[src/rtl/alu_pkg.sv]
`default_nettype none
// ============================================================================
// Module      : alu_pkg
// Description : Shared constants, ALU op encodings and instruction decode for
//               the ALU operand/issue stage.
// Revision    : 1.0 - initial release
// ============================================================================
package alu_pkg;

    localparam int c_NREG    = 8;
    localparam int c_W       = 16;
    localparam int c_RIDX_W  = 3;
    localparam int c_CTL_W   = 3;
    localparam int c_SHIFT_W = 4;

    localparam int c_CTL_LSB   = 13;
    localparam int c_RD_LSB    = 10;
    localparam int c_RS1_LSB   = 7;
    localparam int c_RS2_LSB   = 4;
    localparam int c_SHIFT_LSB = 0;

    typedef enum logic [c_CTL_W-1:0] {
        ALU_ADD = 3'd0,
        ALU_SUB = 3'd1,
        ALU_AND = 3'd2,
        ALU_OR  = 3'd3,
        ALU_XOR = 3'd4,
        ALU_SLL = 3'd5,
        ALU_SRL = 3'd6,
        ALU_SRA = 3'd7
    } alu_op_e;

    typedef struct packed {
        logic [c_CTL_W-1:0]   ctl;
        logic [c_RIDX_W-1:0]  rd;
        logic [c_RIDX_W-1:0]  rs1;
        logic [c_RIDX_W-1:0]  rs2;
        logic [c_SHIFT_W-1:0] shift;
    } instr_t;

    function automatic instr_t decode_instr(input logic [15:0] i_word);
        instr_t d;
        d.ctl   = i_word[c_CTL_LSB   +: c_CTL_W];
        d.rd    = i_word[c_RD_LSB    +: c_RIDX_W];
        d.rs1   = i_word[c_RS1_LSB   +: c_RIDX_W];
        d.rs2   = i_word[c_RS2_LSB   +: c_RIDX_W];
        d.shift = i_word[c_SHIFT_LSB +: c_SHIFT_W];
        return d;
    endfunction

endpackage
`default_nettype wire

[src/rtl/alu_regfile.sv]
`default_nettype none
// ============================================================================
// Module      : alu_regfile
// Description : Register file, 2 combinational read ports with writeback
//               bypass, 1 write port; r0 reads as zero and is never written.
// Revision    : 1.0 - initial release
// ============================================================================
module alu_regfile
    import alu_pkg::*;
#(
    parameter int NREG = c_NREG,
    parameter int W    = c_W,
    parameter int AW   = $clog2(NREG)
) (
    input  logic          clk,
    input  logic          rst,
    input  logic          i_we,
    input  logic [AW-1:0] i_waddr,
    input  logic [W-1:0]  i_wdata,
    input  logic [AW-1:0] i_raddr_a,
    input  logic [AW-1:0] i_raddr_b,
    output logic [W-1:0]  o_rdata_a,
    output logic [W-1:0]  o_rdata_b
);

    logic [W-1:0] r_regs [NREG];
    logic         w_byp_a;
    logic         w_byp_b;

    always_ff @(posedge clk) begin
        if (rst) begin
            for (int k = 0; k < NREG; k++) begin
                r_regs[k] <= '0;
            end
        end else if (i_we && (i_waddr != '0)) begin
            r_regs[i_waddr] <= i_wdata;
        end
    end

    // Same-cycle writeback forwards straight to the reader.
    assign w_byp_a = i_we && (i_waddr == i_raddr_a);
    assign w_byp_b = i_we && (i_waddr == i_raddr_b);

    assign o_rdata_a = (i_raddr_a == '0) ? '0 : (w_byp_a ? i_wdata : r_regs[i_raddr_a]);
    assign o_rdata_b = (i_raddr_b == '0) ? '0 : (w_byp_b ? i_wdata : r_regs[i_raddr_b]);

endmodule
`default_nettype wire

[src/rtl/alu_operand_stage.sv]
`default_nettype none
// ============================================================================
// Module      : alu_operand_stage
// Description : Issue stage ahead of the 16-bit ALU: decode, operand fetch,
//               pending-write scoreboard and a one-entry output register.
// Revision    : 1.0 - initial release
// ============================================================================
module alu_operand_stage
    import alu_pkg::*;
#(
    parameter int NREG = c_NREG,
    parameter int W    = c_W
) (
    input  logic                 CLK,
    input  logic                 RST,
    input  logic                 IN_VALID,
    input  logic [15:0]          IN_INSTR,
    output logic                 IN_READY,
    output logic [W-1:0]         ALU_DA,
    output logic [W-1:0]         ALU_DB,
    output logic [c_CTL_W-1:0]   ALU_CTL,
    output logic [c_SHIFT_W-1:0] ALU_SHIFT,
    output logic [c_RIDX_W-1:0]  OUT_RD,
    output logic                 OUT_VALID,
    input  logic                 OUT_READY,
    input  logic                 WB_EN,
    input  logic [c_RIDX_W-1:0]  WB_RD,
    input  logic [W-1:0]         WB_DATA
);

    instr_t                w_instr;
    logic [W-1:0]          w_opa;
    logic [W-1:0]          w_opb;
    logic [NREG-1:0]       r_pend;
    logic [NREG-1:0]       w_clr;
    logic [NREG-1:0]       w_set;
    logic [NREG-1:0]       w_live;
    logic [NREG-1:0]       w_pend_nxt;
    logic                  w_hazard;
    logic                  w_accept;

    logic [W-1:0]          r_da;
    logic [W-1:0]          r_db;
    logic [c_CTL_W-1:0]    r_ctl;
    logic [c_SHIFT_W-1:0]  r_shift;
    logic [c_RIDX_W-1:0]   r_rd;
    logic                  r_valid;

    assign w_instr = decode_instr(IN_INSTR);

    alu_regfile #(
        .NREG (NREG),
        .W    (W)
    ) u_regfile (
        .clk       (CLK),
        .rst       (RST),
        .i_we      (WB_EN),
        .i_waddr   (WB_RD),
        .i_wdata   (WB_DATA),
        .i_raddr_a (w_instr.rs1),
        .i_raddr_b (w_instr.rs2),
        .o_rdata_a (w_opa),
        .o_rdata_b (w_opb)
    );

    // A pending bit being retired this cycle no longer blocks issue.
    assign w_clr    = WB_EN ? (NREG'(1) << WB_RD) : '0;
    assign w_live   = r_pend & ~w_clr;
    assign w_hazard = w_live[w_instr.rs1] | w_live[w_instr.rs2] | w_live[w_instr.rd];

    assign IN_READY = !RST && !w_hazard && (!r_valid || OUT_READY);
    assign w_accept = IN_VALID && IN_READY;

    // Set is applied after clear so a same-index set wins.
    assign w_set      = (w_accept && (w_instr.rd != '0)) ? (NREG'(1) << w_instr.rd) : '0;
    assign w_pend_nxt = ((r_pend & ~w_clr) | w_set) & ~NREG'(1);

    always_ff @(posedge CLK) begin
        if (RST) begin
            r_pend  <= '0;
            r_valid <= 1'b0;
            r_da    <= '0;
            r_db    <= '0;
            r_ctl   <= '0;
            r_shift <= '0;
            r_rd    <= '0;
        end else begin
            r_pend <= w_pend_nxt;
            if (w_accept) begin
                r_valid <= 1'b1;
                r_da    <= w_opa;
                r_db    <= w_opb;
                r_ctl   <= w_instr.ctl;
                r_shift <= w_instr.shift;
                r_rd    <= w_instr.rd;
            end else if (OUT_READY) begin
                r_valid <= 1'b0;
            end
        end
    end

    assign ALU_DA    = r_da;
    assign ALU_DB    = r_db;
    assign ALU_CTL   = r_ctl;
    assign ALU_SHIFT = r_shift;
    assign OUT_RD    = r_rd;
    assign OUT_VALID = r_valid;

endmodule
`default_nettype wire

[config.mk]
export PLATFORM = sky130hd
export DESIGN_NAME = alu_operand_stage
export DESIGN_NICKNAME = d
export VERILOG_FILES = /design/src/rtl/alu_pkg.sv /design/src/rtl/alu_regfile.sv /design/src/rtl/alu_operand_stage.sv
export SDC_FILE = /design/constraint.sdc
export NUM_CORES = 1
export LEC_CHECK = 0
export CAP_MARGIN = 20
export CORE_MARGIN = 2
export CORE_UTILIZATION = 30
export DETAILED_ROUTE_END_ITERATION = 8
export PLACE_DENSITY = 0.54
export SLEW_MARGIN = 10
export SYNTH_ARGS = -nofsm -noshare
export SYNTH_HDL_FRONTEND = slang
export SYNTH_SLANG_ARGS = --single-unit
[constraint.sdc]
create_clock -name CLK -period 2.9 [get_ports CLK]
set_clock_uncertainty 0.1 [all_clocks]
set_input_delay 0.29 -clock CLK [delete_from_list [all_inputs] [get_ports CLK]]
set_output_delay 0.29 -clock CLK [all_outputs]
set_load 0.01 [all_outputs]
==> results of run 1 <==
==> what timing repair did <==
item,CTS,global route
pin swaps,0,1
buffers inserted,0,1
resized for setup,4,3
endpoints found under the hold margin,0,0
endpoints found under the setup margin,1,1
==> cell families after synthesis <==
group / after synthesis / synth area share
DFF: 178 / 0.516
AOI/OAI and AO/OA: 56 / 0.0465
buffers and inverters: 57 / 0.0330
other: 1 / 0.000399
and+or+nand+nor: 296 / 0.183
muxes: 122 / 0.215
xor gates and xnor gates: 6 / 0.00560
==> Yosys cell counts, types with 2 or more instances <==
cell type  count
nand4_1        4
clkbuf_1      34
nand3b_1       5
buf_12         4
mux2i_1       58
nor2b_1        4
and2_1       112
nand2_1       59
buf_2         10
nand4b_1       2
xnor2_1        6
or2_2          2
nor2_1         6
dfxtp_1       50
nand2b_1      63
edfxtp_1     128
a32o_1         2
a32oi_1        2
o2bb2ai_1      3
nor3_1         8
or2b_1         3
o32ai_1        4
a21oi_1        2
buf_6          2
o211ai_1      33
buf_1          3
mux4_2        64
nand4bb_1      2
nand3_1       17
==> through the flow <==
stage / hold slack (ps) / setup WS [ps] / power [mW] / TNS (ps) / area (um^2)
after floorplan: 338 / 763 / 3.55 / 0 / 9450
after global placement: 359 / -162 / 3.90 / -162 / 10900
after detailed placement: 363 / -172 / 3.91 / -172 / 10900
after CTS: 315 / 110 / 6.32 / 0 / 11500
after global routing: 335 / 88.3 / 6.48 / 0 / 11500
final: 318 / 297 / 6.26 / 0 / 11500
==> worst register-to-register path: cells and delay by family (launching register included) <==
| family | cells | cell delay (ps) |
|---|---|---|
| buffers and inverters | 1 | 220 |
| muxes | 1 | 200 |
| and+or+nand+nor | 3 | 740 |
| AOI/OAI and AO/OA | 2 | 400 |
| DFF | 1 | 340 |
==> power by group through the flow <==
stage	combinational (mW)	clock (mW)	sequential [mW]
after floorplan	0.536	0	3.01
after global placement	0.888	0	3.01
after detailed placement	0.891	0	3.02
after CTS	0.894	2.46	2.96
after global routing	0.957	2.54	2.99
final	0.885	2.42	2.96
==> sequential cells by signal, summed over array words and instances (netlist names) <==
register / cells
ALU_CTL: 3
ALU_DA: 16
ALU_DB: 16
ALU_SHIFT: 4
OUT_RD: 3
OUT_VALID: 1
r_pend: 7
u_regfile.r_regs: 128
==> per-layer routing <==
metal / vias up / routed length, um
met2: 184 / 11900
met1: 3039 / 11100
met3: 20 / 1700
met4: 0 / 317
met5: - / 0
li1: 2903 / -
==> final cells by class <==
cell class / instances / area, um^2 / area share
well taps: 396 / 495 / 0.0432
clock buffers: 18 / 429 / 0.0374
clock inverters: 13 / 178 / 0.0155
flip-flops and latches: 178 / 4840 / 0.422
repair buffers: 133 / 1220 / 0.106
inverters: 3 / 11.3 / 0.000981
multi-input cells: 496 / 4300 / 0.375
==> path summary, 6_finish.rpt <==
path	to	slack, ps	cells past startpoint
max	IN_READY	300	9
min	r_pend[3]$_SDFF_PP0_	320	2
max reg2reg	ALU_DB[3]$_SDFFE_PP0P_	830	7
min reg2reg	ALU_SHIFT[1]$_SDFFE_PP0P_	370	2
==> qor.txt, run 1 <==
Slew HR = 0.540
Max-Cap Viols = 0
Pwr dens = 546 nW/um^2
Worst EP required = 2510 ps
Total global-route track usage = 0.156
H-tree depth = 4
Most frequent cells in the layout = 128 x edfxtp_1, 112 x and2_1, 73 x clkdlybuf4s50_1
Synth area leaders = edfxtp_1 41%, mux4_2 15%, dfxtp_1 11%
Placed insts = 1205
GRT Residual Overflow = 0
First-pass GRT wire length = 38.3 mm
Buf/Inv on CP = 3
Area growth syn-to-layout = 22.2%
Share of cells above drive strength 1 = 0.184
Largest net degree at the start of global routing = 44
Switching portion of total power = 0.250
Worst Path Arrival = 2210 ps
FF+latch count, synth = 178
Fin cells = 1237
Crit end category = primary output
Clock Latency Late Sink = 440 ps
Total number of vias = 6146
Period Utilization, post-route = 0.898
Internal power = 4.70 mW
Slowest stage delay, CP = 370 ps
Synth Instances = 716
Post-synth EDFFs = 128
Min-delay src = RST
Power share of the clock group = 0.386
Inserted Clock Buffers = 17
Setup violators final = 0
Core area = 30700 um^2
Vias in the first global route = 6198
Sequential share of power = 0.473
Met3 usage = 0.0403
Post-Syn Area per Cell = 13.1 um^2
Final antenna-violating net count = 0
Area share of the leading cell type in the synthesized netlist = 0.409
# DRC = 0
Clock buffer depth = 2
M1 GR Usage = 0.208
Ant diodes = 0
R2R Path Start = r_pend[6]$_SDFF_PP0_
Total die area = 32700 um^2
Commonest non-fill, non-tap cell in the layout = edfxtp_1
Synthesis Warnings = 0
Sequential element share of the synthesized area = 0.516
WL/cell = 20.2 um
Vias per cell = 4.97
Async set-reset flop share out of synthesis = 0
Top Family by Delay on Critical Path = buffers and inverters
Crit-path cells = dlygate4sd2_1 -> buf_4 -> and4bb_2 -> nor4bb_1 -> a211oi_1 -> o2111a_2 -> nand2_1 -> nor2_1 -> dlygate4sd2_1
Ys flop type = edfxtp_1
Critical path type = input port to primary output
Worst Path Max Fanout = 7
Setup crit start kind = input port
Fin nets = 869
DIE WIDTH = 181 um
Initial Util = 0.306
Hold Buf Count CTS = 0
Final hold violation count = 0
Peak supply drop = 0.000308 V
Rows = 64
Comb pwr share = 0.141
Status = finished, final reports clean
Crit path time final = 2600 ps
Port-buffer cells = 83
Hold crit path type = input port to flop
Worst Max-Slew Pin Slew = 689 ps
Detailed Route WL = 25.0 mm
CTS tree = yes
Met2 usage = 0.251
Library cells used by synthesis = 53
Most Crowded Layer GR = met2
Net switching power = 1.57 mW
Dpl hpwl = 16.2 mm
Slew Limit Fails = 0
Antenna violations before repair = 0
Sink Count = 178
Worst Setup SP = WB_RD[2]
DRT iter0 DRCs = 506
Post-layout util = 0.374
I/O pin count = 84
Die height = 181 um
Mapped Area = 9390 um^2
Final GP Congestion = 0.840
Clock slew at the register clock pins of the worst setup and hold paths = 70 ps
P_leak = 4.04 nW
RSZ-0062 raised after global routing = no
Critical path's slowest cell = dlygate4sd2_1
FMAX = 384 MHz
Clock Tree Root = clkbuf_16
Top cell by count, worst path = dlygate4sd2_1
Area leader, netlist = edfxtp_1
Fillers = 2953
First-pass DRT Iterations = 5
Note: power is estimated with default switching activity, not from simulation.
==> inputs of run 2 (changes only) <==
- CORE_UTILIZATION: 30 -> 52
- CTS_CLUSTER_SIZE: unset -> 8
- PLACE_DENSITY: 0.54 -> 0.8
==> qor.txt, run 2 (same netlist as run 1, synthesis figures left out) <==
WL/cell = 22.4 um (+11%)
Hold Buf Count CTS = 0 (unchanged)
Clock buffer depth = 2 (unchanged)
CTS resizes = 6 (+2)
Final WS setup = 146 ps (-151 ps)
Slowest stage delay, CP = 530 ps (+160 ps)
Fin Hold WS = 334 ps (+16.0 ps)
Final antenna-violating net count = 0 (unchanged)
FF-to-FF setup slack = 730 ps (-100 ps)
Total power = 5.98 mW (-4.5%)
Setup violators final = 0 (unchanged)
Period Utilization, post-route = 0.950 (+0.0520)
Setup crit start kind = input port
Max-Cap Viols = 0 (unchanged)
Total die area = 19100 um^2 (-41%)
Die height = 138 um (-24%)
First-pass DRT Iterations = 6 (+1)
Final hold violation count = 0 (unchanged)
Hold crit path type = input port to flop
Largest register by flop count = u_regfile.r_regs
Pwr dens = 533 nW/um^2 (-2.4%)
RSZ-0062 raised after global routing = no
Clock slew at the register clock pins of the worst setup and hold paths = 60 ps (about the same)
FMAX = 363 MHz (-5.5%)
H-tree depth = 4 (unchanged)
Crit path time final = 2750 ps (+151 ps)
Clock Tree Root = clkbuf_16
Commonest non-fill, non-tap cell in the layout = edfxtp_1
DIE WIDTH = 138 um (-24%)
Sink Count = 178 (unchanged)
Worst Path Arrival = 2360 ps (+150 ps)
Rows = 49 (-23%)
Top Family by Delay on Critical Path = buffers and inverters
Vias in the first global route = 6591 (+6.3%)
# DRC = 0 (unchanged)
DRT iter0 DRCs = 633 (+25%)
Setup_tns = 0 ps (unchanged)
Inserted Clock Buffers = 17 (unchanged)
Number of flip-flops in the largest register = 128 (unchanged)
Worst Path Max Fanout = 7 (unchanged)
Ant diodes = 0 (unchanged)
Largest net degree at the start of global routing = 46 (+4.5%)
Port-buffer cells = 83 (unchanged)
Most frequent cells in the layout = 128 x edfxtp_1, 112 x and2_1, 76 x clkdlybuf4s50_1
Crit end category = primary output
Post-layout util = 0.630 (+0.255)
Worst EP required = 2510 ps (about the same)
Final GP Congestion = 0.871 (+3.7%)
Buf/Inv on CP = 3 (unchanged)
Clock Latency Late Sink = 440 ps (about the same)
Crit-path cells = clkdlybuf4s50_1 -> buf_4 -> or2b_1 -> o21ai_1 -> or4b_1 -> o2111a_2 -> nand2_1 -> nor2_1 -> dlygate4sd2_1
Total global-route track usage = 0.254 (+0.0978)
Worst Max-Slew Pin Slew = 760 ps (+70.9 ps)
Detailed Route WL = 24.0 mm (-4.2%)
Peak supply drop = 0.000400 V (+30%)
CTS tree = yes
Dpl hpwl = 15.2 mm (-5.9%)
I/O pin count = 84 (unchanged)
First-pass GRT wire length = 36.9 mm (-3.8%)
Pre-CTS WS = -116 ps (+56.1 ps)
Total number of vias = 6574 (+7.0%)
Slew Limit Fails = 0 (unchanged)
Area growth syn-to-layout = 19.6%
Initial Util = 0.526 (+0.220)
Core area = 17800 um^2 (-42%)
Vias per cell = 6.14 (+24%)
Critical path's slowest cell = or4b_1
Setup Buffers After CTS = 0 (unchanged)
P_leak = 4.00 nW (-1.0%)
Share of cells above drive strength 1 = 0.182 (-0.00259)
Fin nets = 869 (unchanged)
Critical path type = input port to primary output
GRT Residual Overflow = 0 (unchanged)
Antenna violations before repair = 0 (unchanged)
Fillers = 1306 (-56%)
Slew HR = 0.493 (-0.0472)
Status = finished, final reports clean
==> run 2: routing by layer <==
metal | part of all wire | up-vias | wire length [um] | track usage
li1 | - | 2898 | - | -
met1 | 0.40 | 3254 | 9620 | 0.326
met2 | 0.49 | 362 | 11800 | 0.431
met3 | 0.080 | 60 | 1920 | 0.0492
met4 | 0.027 | 0 | 652 | 0.0945
met5 | 0 | - | 0 | 0
==> run 2: worst paths after layout <==
| path | cells past startpoint | startpoint | end |
|---|---|---|---|
| worst max-delay path | 9 | WB_EN | IN_READY |
| worst min-delay path | 3 | IN_INSTR[0] | ALU_SHIFT[0]$_SDFFE_PP0P_ |
| worst max register to register | 7 | r_pend[1]$_SDFF_PP0_ | ALU_CTL[1]$_SDFFE_PP0P_ |
| worst min register to register | 2 | ALU_DA[12]$_SDFFE_PP0P_ | ALU_DA[12]$_SDFFE_PP0P_ |
==> run 2: power breakdown <==
part / total (mW) / switching [mW] / internal (mW)
clock: 2.12 / 0.981 / 1.14
sequential: 2.98 / 0.0838 / 2.89
combinational: 0.883 / 0.436 / 0.447
total: 5.98 / 1.50 / 4.48
==> run 2: final cells by class <==
cell class	instances	area, um^2	area share
multi-input combinational	496	4300	0.383
clock inverter	11	81.3	0.00724
tap	229	287	0.0255
sequential	178	4840	0.431
timing repair buffer	133	1250	0.111
clock buffer	21	460	0.0410
inverter	3	11.3	0.00100
==> run 2: worst min-delay path: cells and delay by family <==
family	cells	cell delay, ps
buf+inv	1	400
mux	1	60
simple gates	1	70
==> run 2: metrics by stage <==
step / std cells / area (um^2)
2_1_floorplan: 731 / 9450
3_3_place_gp: 1039 / 10700
3_5_place_dp: 1039 / 10700
4_1_cts: 1071 / 11200
5_1_grt: 1071 / 11200
6_report: 1071 / 11200
